===== src/rtl/rr_mux_arbiter.sv =====
// rr_mux_arbiter
//   Round-robin arbiter plus a one-deep register stage that feeds the
//   recursive N-to-1 mux. One of 2**S requesters is granted per transfer.
//   The selected word and its index are registered onto out/ctrl with a
//   valid/ready handshake. Back-to-back demand gives one transfer per clock.
//
//   Optional build macro: RR_MUX_BURST_EN
//     When defined, a granted requester keeps priority for up to B
//     consecutive grants while it keeps requesting.
//     When undefined, the pointer advances after every grant and no burst
//     counter is built.
//
// Ports
//   clk        rising-edge clock
//   rst_n      asynchronous active-low reset
//   req        per-requester request
//   in         packed words; requester i on in[(i+1)*T-1 : i*T]
//   ack        one-hot, combinational; word of requester i taken this cycle
//   ctrl       registered index of the requester whose word is in out
//   out        registered selected word
//   out_valid  out/ctrl hold a word
//   out_ready  downstream accepts out this cycle
module rr_mux_arbiter #(
  parameter int S = 1,
  parameter int T = 8,
  parameter int B = 4
) (
  input  logic                 clk,
  input  logic                 rst_n,
  input  logic [(1<<S)-1:0]    req,
  input  logic [(1<<S)*T-1:0]  in,
  output logic [(1<<S)-1:0]    ack,
  output logic [S-1:0]         ctrl,
  output logic [T-1:0]         out,
  output logic                 out_valid,
  input  logic                 out_ready
);

  localparam int N = 1 << S;
  localparam logic [S-1:0] PTR_ONE = S'(1);

  logic [S-1:0] ptr_q, ptr_d;
  logic [S-1:0] gnt_idx;
  logic [S-1:0] scan_idx;
  logic         gnt_found;
  logic         load;

  logic [T-1:0] out_q, out_d;
  logic [S-1:0] ctrl_q, ctrl_d;
  logic         valid_q, valid_d;

  // Rotating priority scan starting at ptr_q; the S-bit add wraps modulo N.
  always_comb begin
    gnt_idx   = '0;
    gnt_found = 1'b0;
    scan_idx  = '0;
    for (int k = 0; k < N; k++) begin
      scan_idx = ptr_q + S'(k);
      if (!gnt_found && req[scan_idx]) begin
        gnt_found = 1'b1;
        gnt_idx   = scan_idx;
      end
    end
  end

  assign load = (|req) && (!valid_q || out_ready);

  // ack is gated by rst_n so nothing is acknowledged while the stage is
  // being cleared.
  assign ack = (load && rst_n) ? ({{(N-1){1'b0}}, 1'b1} << gnt_idx) : '0;

  always_comb begin
    out_d   = out_q;
    ctrl_d  = ctrl_q;
    valid_d = valid_q;
    if (load) begin
      out_d   = in[gnt_idx*T +: T];
      ctrl_d  = gnt_idx;
      valid_d = 1'b1;
    end else if (out_ready) begin
      valid_d = 1'b0;
    end
  end

`ifdef RR_MUX_BURST_EN
  logic [7:0] cnt_q, cnt_d, cnt_inc;

  // A grant to the requester already holding priority extends its burst.
  // Any other grant starts a fresh burst at 1.
  always_comb begin
    ptr_d   = ptr_q;
    cnt_d   = cnt_q;
    cnt_inc = ((gnt_idx == ptr_q) && (cnt_q != 8'd0)) ? cnt_q + 8'd1 : 8'd1;
    if (load) begin
      if (cnt_inc >= 8'(B)) begin
        ptr_d = gnt_idx + PTR_ONE;
        cnt_d = 8'd0;
      end else begin
        ptr_d = gnt_idx;
        cnt_d = cnt_inc;
      end
    end
  end

  always_ff @(posedge clk or negedge rst_n) begin
    if (!rst_n) cnt_q <= 8'd0;
    else        cnt_q <= cnt_d;
  end
`else
  always_comb begin
    ptr_d = ptr_q;
    if (load) ptr_d = gnt_idx + PTR_ONE;
  end
`endif

  always_ff @(posedge clk or negedge rst_n) begin
    if (!rst_n) begin
      ptr_q   <= '0;
      out_q   <= '0;
      ctrl_q  <= '0;
      valid_q <= 1'b0;
    end else begin
      ptr_q   <= ptr_d;
      out_q   <= out_d;
      ctrl_q  <= ctrl_d;
      valid_q <= valid_d;
    end
  end

  assign out       = out_q;
  assign ctrl      = ctrl_q;
  assign out_valid = valid_q;

endmodule


===== config.mk =====
export PLATFORM = sky130hd
export DESIGN_NAME = rr_mux_arbiter
export DESIGN_NICKNAME = d
export VERILOG_FILES = /design/src/rtl/rr_mux_arbiter.sv
export SDC_FILE = /design/constraint.sdc
export NUM_CORES = 1
export LEC_CHECK = 0
export ABC_AREA = 1
export BUFFER_PORTS_ARGS = -buffer_cell sky130_fd_sc_hd__buf_2
export CAP_MARGIN = 25
export CORE_AREA = 4 4 43 45
export DETAILED_ROUTE_END_ITERATION = 8
export DIE_AREA = 0 0 47 49
export PLACE_DENSITY = 0.78
export SETUP_SLACK_MARGIN = 0.15
export SKIP_CTS_REPAIR_TIMING = 1
export SYNTH_ARGS = -nofsm -noshare
export SYNTH_HDL_FRONTEND = slang
export SYNTH_SLANG_ARGS = --single-unit

===== constraint.sdc =====
create_clock -name clk -period 1 [get_ports clk]
set_input_delay 0.15 -clock clk [delete_from_list [all_inputs] [get_ports clk]]
set_output_delay 0.15 -clock clk [all_outputs]
set_load 0.005 [all_outputs]

# After elaboration in Yosys (flattened, before gate mapping)
# Cells that the tools add are included.
# totals
output_inout_bits	12
register_bits	11
elab_cells	28
# op_classes
muxes	10
n_lt_le_gt_ge	2
n_addsub	2
reduce_logical	8
shifts	2
# ops
op	n
indexed part select 16 x 5 -> 8 bit	1
2-to-1 mux 1 bit	9
< comparator 1 x 2 -> 1 bit (second input constant)	2
logical AND 1 bit	3
adder 1 bit (second input constant)	2
zero test 1 bit	2
2-to-1 mux 2 bit	1
nonzero test 2 bit	1
OR reduction 2 bit	1
left shift 1 x 1 -> 2 bit (first input constant)	1
logical OR 1 bit	1

# Depth between registers and ports, before layout
# depth
depth_word	8
depth_mapped	5
ltp_nobuf	5

# Worst setup path after synthesis
# OpenSTA, ideal clock, no wires.
# synth_path
path_type	register to output
from	register valid_q (netlist: out_valid)
to	output port ack[1]
path_slack_ns	0.015
path_buffers	1
stages_incl_launch_ff	5
required_ns	0.850
t_arrival_ns	0.835
cell_sequence	dfrtp_1 > nand2_1 > buf_4 > nand3_1 > nor2_1
# synth_via
elab_chain_len	5
# synth_lines
item	line	source
start: declaration	50	logic valid_q, valid_d;
start signal: assignment	126	valid_q <= valid_d;
zero test 1 bit	66	assign load = (|req) && (!valid_q || out_ready);
logical OR 1 bit	66	
logical AND 1 bit	66	
logical AND 1 bit	70	assign ack = (load && rst_n) ? ({{(N-1){1'b0}}, 1'b1} << gnt_idx) : '0;
2-to-1 mux 2 bit	70	
end: declaration	32	output logic [(1<<S)-1:0] ack,
# No other way between the ends.

# Worst setup path after layout
# layout_path
from	register valid_q (netlist: out_valid)
to	output port ack[0]
# The elaborated chain is that of the path after synthesis.

==> flow_summary.yaml <==
status:
  status: "complete, but fails checks"
  violations: "negative setup slack"
timing:
  hold_violations: 0
  worstMarginPinSlew_ps: 414
  slew_headroom: 0.724
  setup_viol: 7
  post-route-period-util: 1.29
  drv_slew: 0
  finClkSkew_ps: 1.03
  setup_slack_ps: -293
  rsz0062_at_grt: "yes"
  fmax_mhz: 774
  whs_ps: 127
  min_period_ps: 1290
floorplan:
  boundaryPins: 33
  die-area_um2: 2300
  dieWidth_um: 47
  core_area_um2: 1470
  start_util: 0.373
  die_y_um: 49
  rows: 14
critical_path:
  worstPathMaxFanout: 3
  worst_setup_path_start_kind: "register"
  required_ps: 850
  rr_startpoint: "out_valid"
  cp.arrival_ps: 1140
  end_kind: "output port"
  r2r-end: "out[6]"
  r2r_cells: 7
  r2r_slack_ps: -100
  critPathKind: "reg2out"
synth:
  synth_top_family_by_area: "simple AND/OR/NAND/NOR gates"
  synth_compound_area_frac: 0.0251
  yosys.area_share.simple: 0.419
  ys_seq_area_frac: 0.501
  synth_xor_area_frac: 0
  syn_area_per_cell_um2: 8.58
  ys_ff_latch: 11
  synth.area.mux_share: 0
  ys_types: 12
  synthAdderAreaFrac: 0
  synth_nets: 85
  synth_area_um2: 549
  synth_cells: 64
  ys_warn_count: 0
placed_design:
  dp_hpwl_um: 1260
  place_congestion: 0.858
  numPortBuffers: 32
  dp_cells: 120
detailed_routing:
  wl_um: 1670
  firstDrtPassIters: 4
  wl_per_cell_um: 12.9
  drtIter0Drc: 15
  vias: 658
  ant_nets: 0
  drcViolationCount: 0
  via_per_inst: 5.10
finish:
  area_delta_synth_final_pct: 63.3
  fin_nets: 135
  insertedDiodeCount: 0
  layout_commonest_cell: "buf_2"
  final_cells: 129
  fillers: 142
  mostFrequentLayoutCells: "32 x buf_2, 16 x nand3_1, 11 x nand2_1, 11 x dfrtp_1, 9 x buf_4"
  drive_gt1_frac: 0.531
grt:
  grt_use_met1: 0.183
  grt_max_degree: 12
  grt.met2_usage: 0.242
  grt_busiest_layer: "met2"
  grt-ovfl-total: 0
  grt_pass1_vias: 601
  grt_pass1_wl_um: 2490
  grt_use_total: 0.142
  met3_usage: 0.0332
  grt_antenna_before_repair: 0
power_and_ir_drop:
  switching_share: 0.298
  power_frac_seq: 0.438
  irDropWorstVdd_mv: 0.639
  p_sw_w: 0.000370
  comb_power_share: 0.318
  p_leak_nw: 0.488
  power_density_nw_per_um2: 1380
  p_int_w: 0.000870
  clkPwrFrac: 0.244
hold_path:
  holdPathStages: 3
  min_to: "out[0]"
  holdCritStartpoint: "in[0]"
  worst_hold_path_type: "in2reg"
clocking:
  clkTransAtPathRegs_ps: 70
  cts_root_buf: "clkbuf_4"
  h-tree-depth: 1
  clk_latency_ps: 260
  cts_buffers: 3
  clockBufferDepth: 2
  clock_sinks: 11
  tritoncts: "built"
run:
  drv_cap: 0
## per-stage QoR
| step | TNS (ps) | setup slack (ps) | total power [W] | instance area, um2 | util |
|---|---|---|---|---|---|
| floorplan | 0 | 31.0 | 0.000707 | 561 | - |
| global placement | 0 | 18.4 | 0.000886 | 797 | 0.542 |
| detailed placement | -20.4 | -12.5 | 0.000892 | 797 | 0.542 |
| CTS | -643 | -307 | 0.00120 | 823 | 0.560 |
| global route | -1510 | -372 | 0.00133 | 897 | 0.610 |
| finish | -892 | -293 | 0.00124 | 897 | 0.610 |
## synthesized netlist by cell type
library cell,n,area [um2]
nand3_1,17,85.1
nor2_1,4,15.0
nor2_4,1,11.3
nand2_4,1,11.3
nand2_1,12,45.0
buf_4,2,15.0
dfrtp_1,11,275
nand2_2,2,12.5
o21ai_2,1,8.76
nand4_1,8,50.1
inv_1,4,15.0
o21ai_0,1,5.00
## critical path: stages, from the launching register on
cell	delay, ps
dfrtp_1	410
inv_2	80
nor2_4	40
nor2_4	100
nand2_2	70
nor2_2	80
buf_2	110
## power groups by stage
stage               Combinational (W)  Clock, W  Sequential, W
finish                       0.000394  0.000302       0.000544
global route                 0.000441  0.000341       0.000552
CTS                          0.000343  0.000313       0.000543
detailed placement           0.000340         0       0.000552
global placement             0.000334         0       0.000552
floorplan                    0.000147         0       0.000560
## flip-flops by register name, indices dropped and copies added (netlist names)
| signal | cells |
|---|---|
| out | 8 |
| ctrl | 1 |
| out_valid | 1 |
| ptr_q | 1 |
## worst max path at each step
stage	cells past startpoint	end	from	slack, ps
after floorplan	4	ack[1]	out_valid	30
after global placement	6	out[6]	out_valid	20
after detailed placement	6	ack[0]	out_valid	-10
after CTS	6	ack[0]	out_valid	-310
after global routing	6	ack[0]	out_valid	-370
final	6	ack[0]	out_valid	-290
## cell type report
type / instances / area (um2) / area share
timing repair buffer: 47 / 294 / 0.328
clock buffer: 4 / 26.3 / 0.0293
sequential: 11 / 275 / 0.307
multi-input combinational: 47 / 267 / 0.297
inverter: 4 / 15.0 / 0.0167
tap: 16 / 20.0 / 0.0223
## logic make-up (layout without fill, tap and decap cells)
logic type | Yosys count | in the layout
compound gates | 2 | 2
buf+inv | 6 | 55
flops | 11 | 11
simple gates | 45 | 45
## layer usage
metal / share of wire / wire, um / up-vias
met4: 0 / 0 / 0
li1: - / - / 321
met1: 0.41 / 677 / 301
met5: 0 / 0 / -
met2: 0.51 / 846 / 36
met3: 0.087 / 146 / 0
Note: power is estimated with default switching activity, not from simulation.
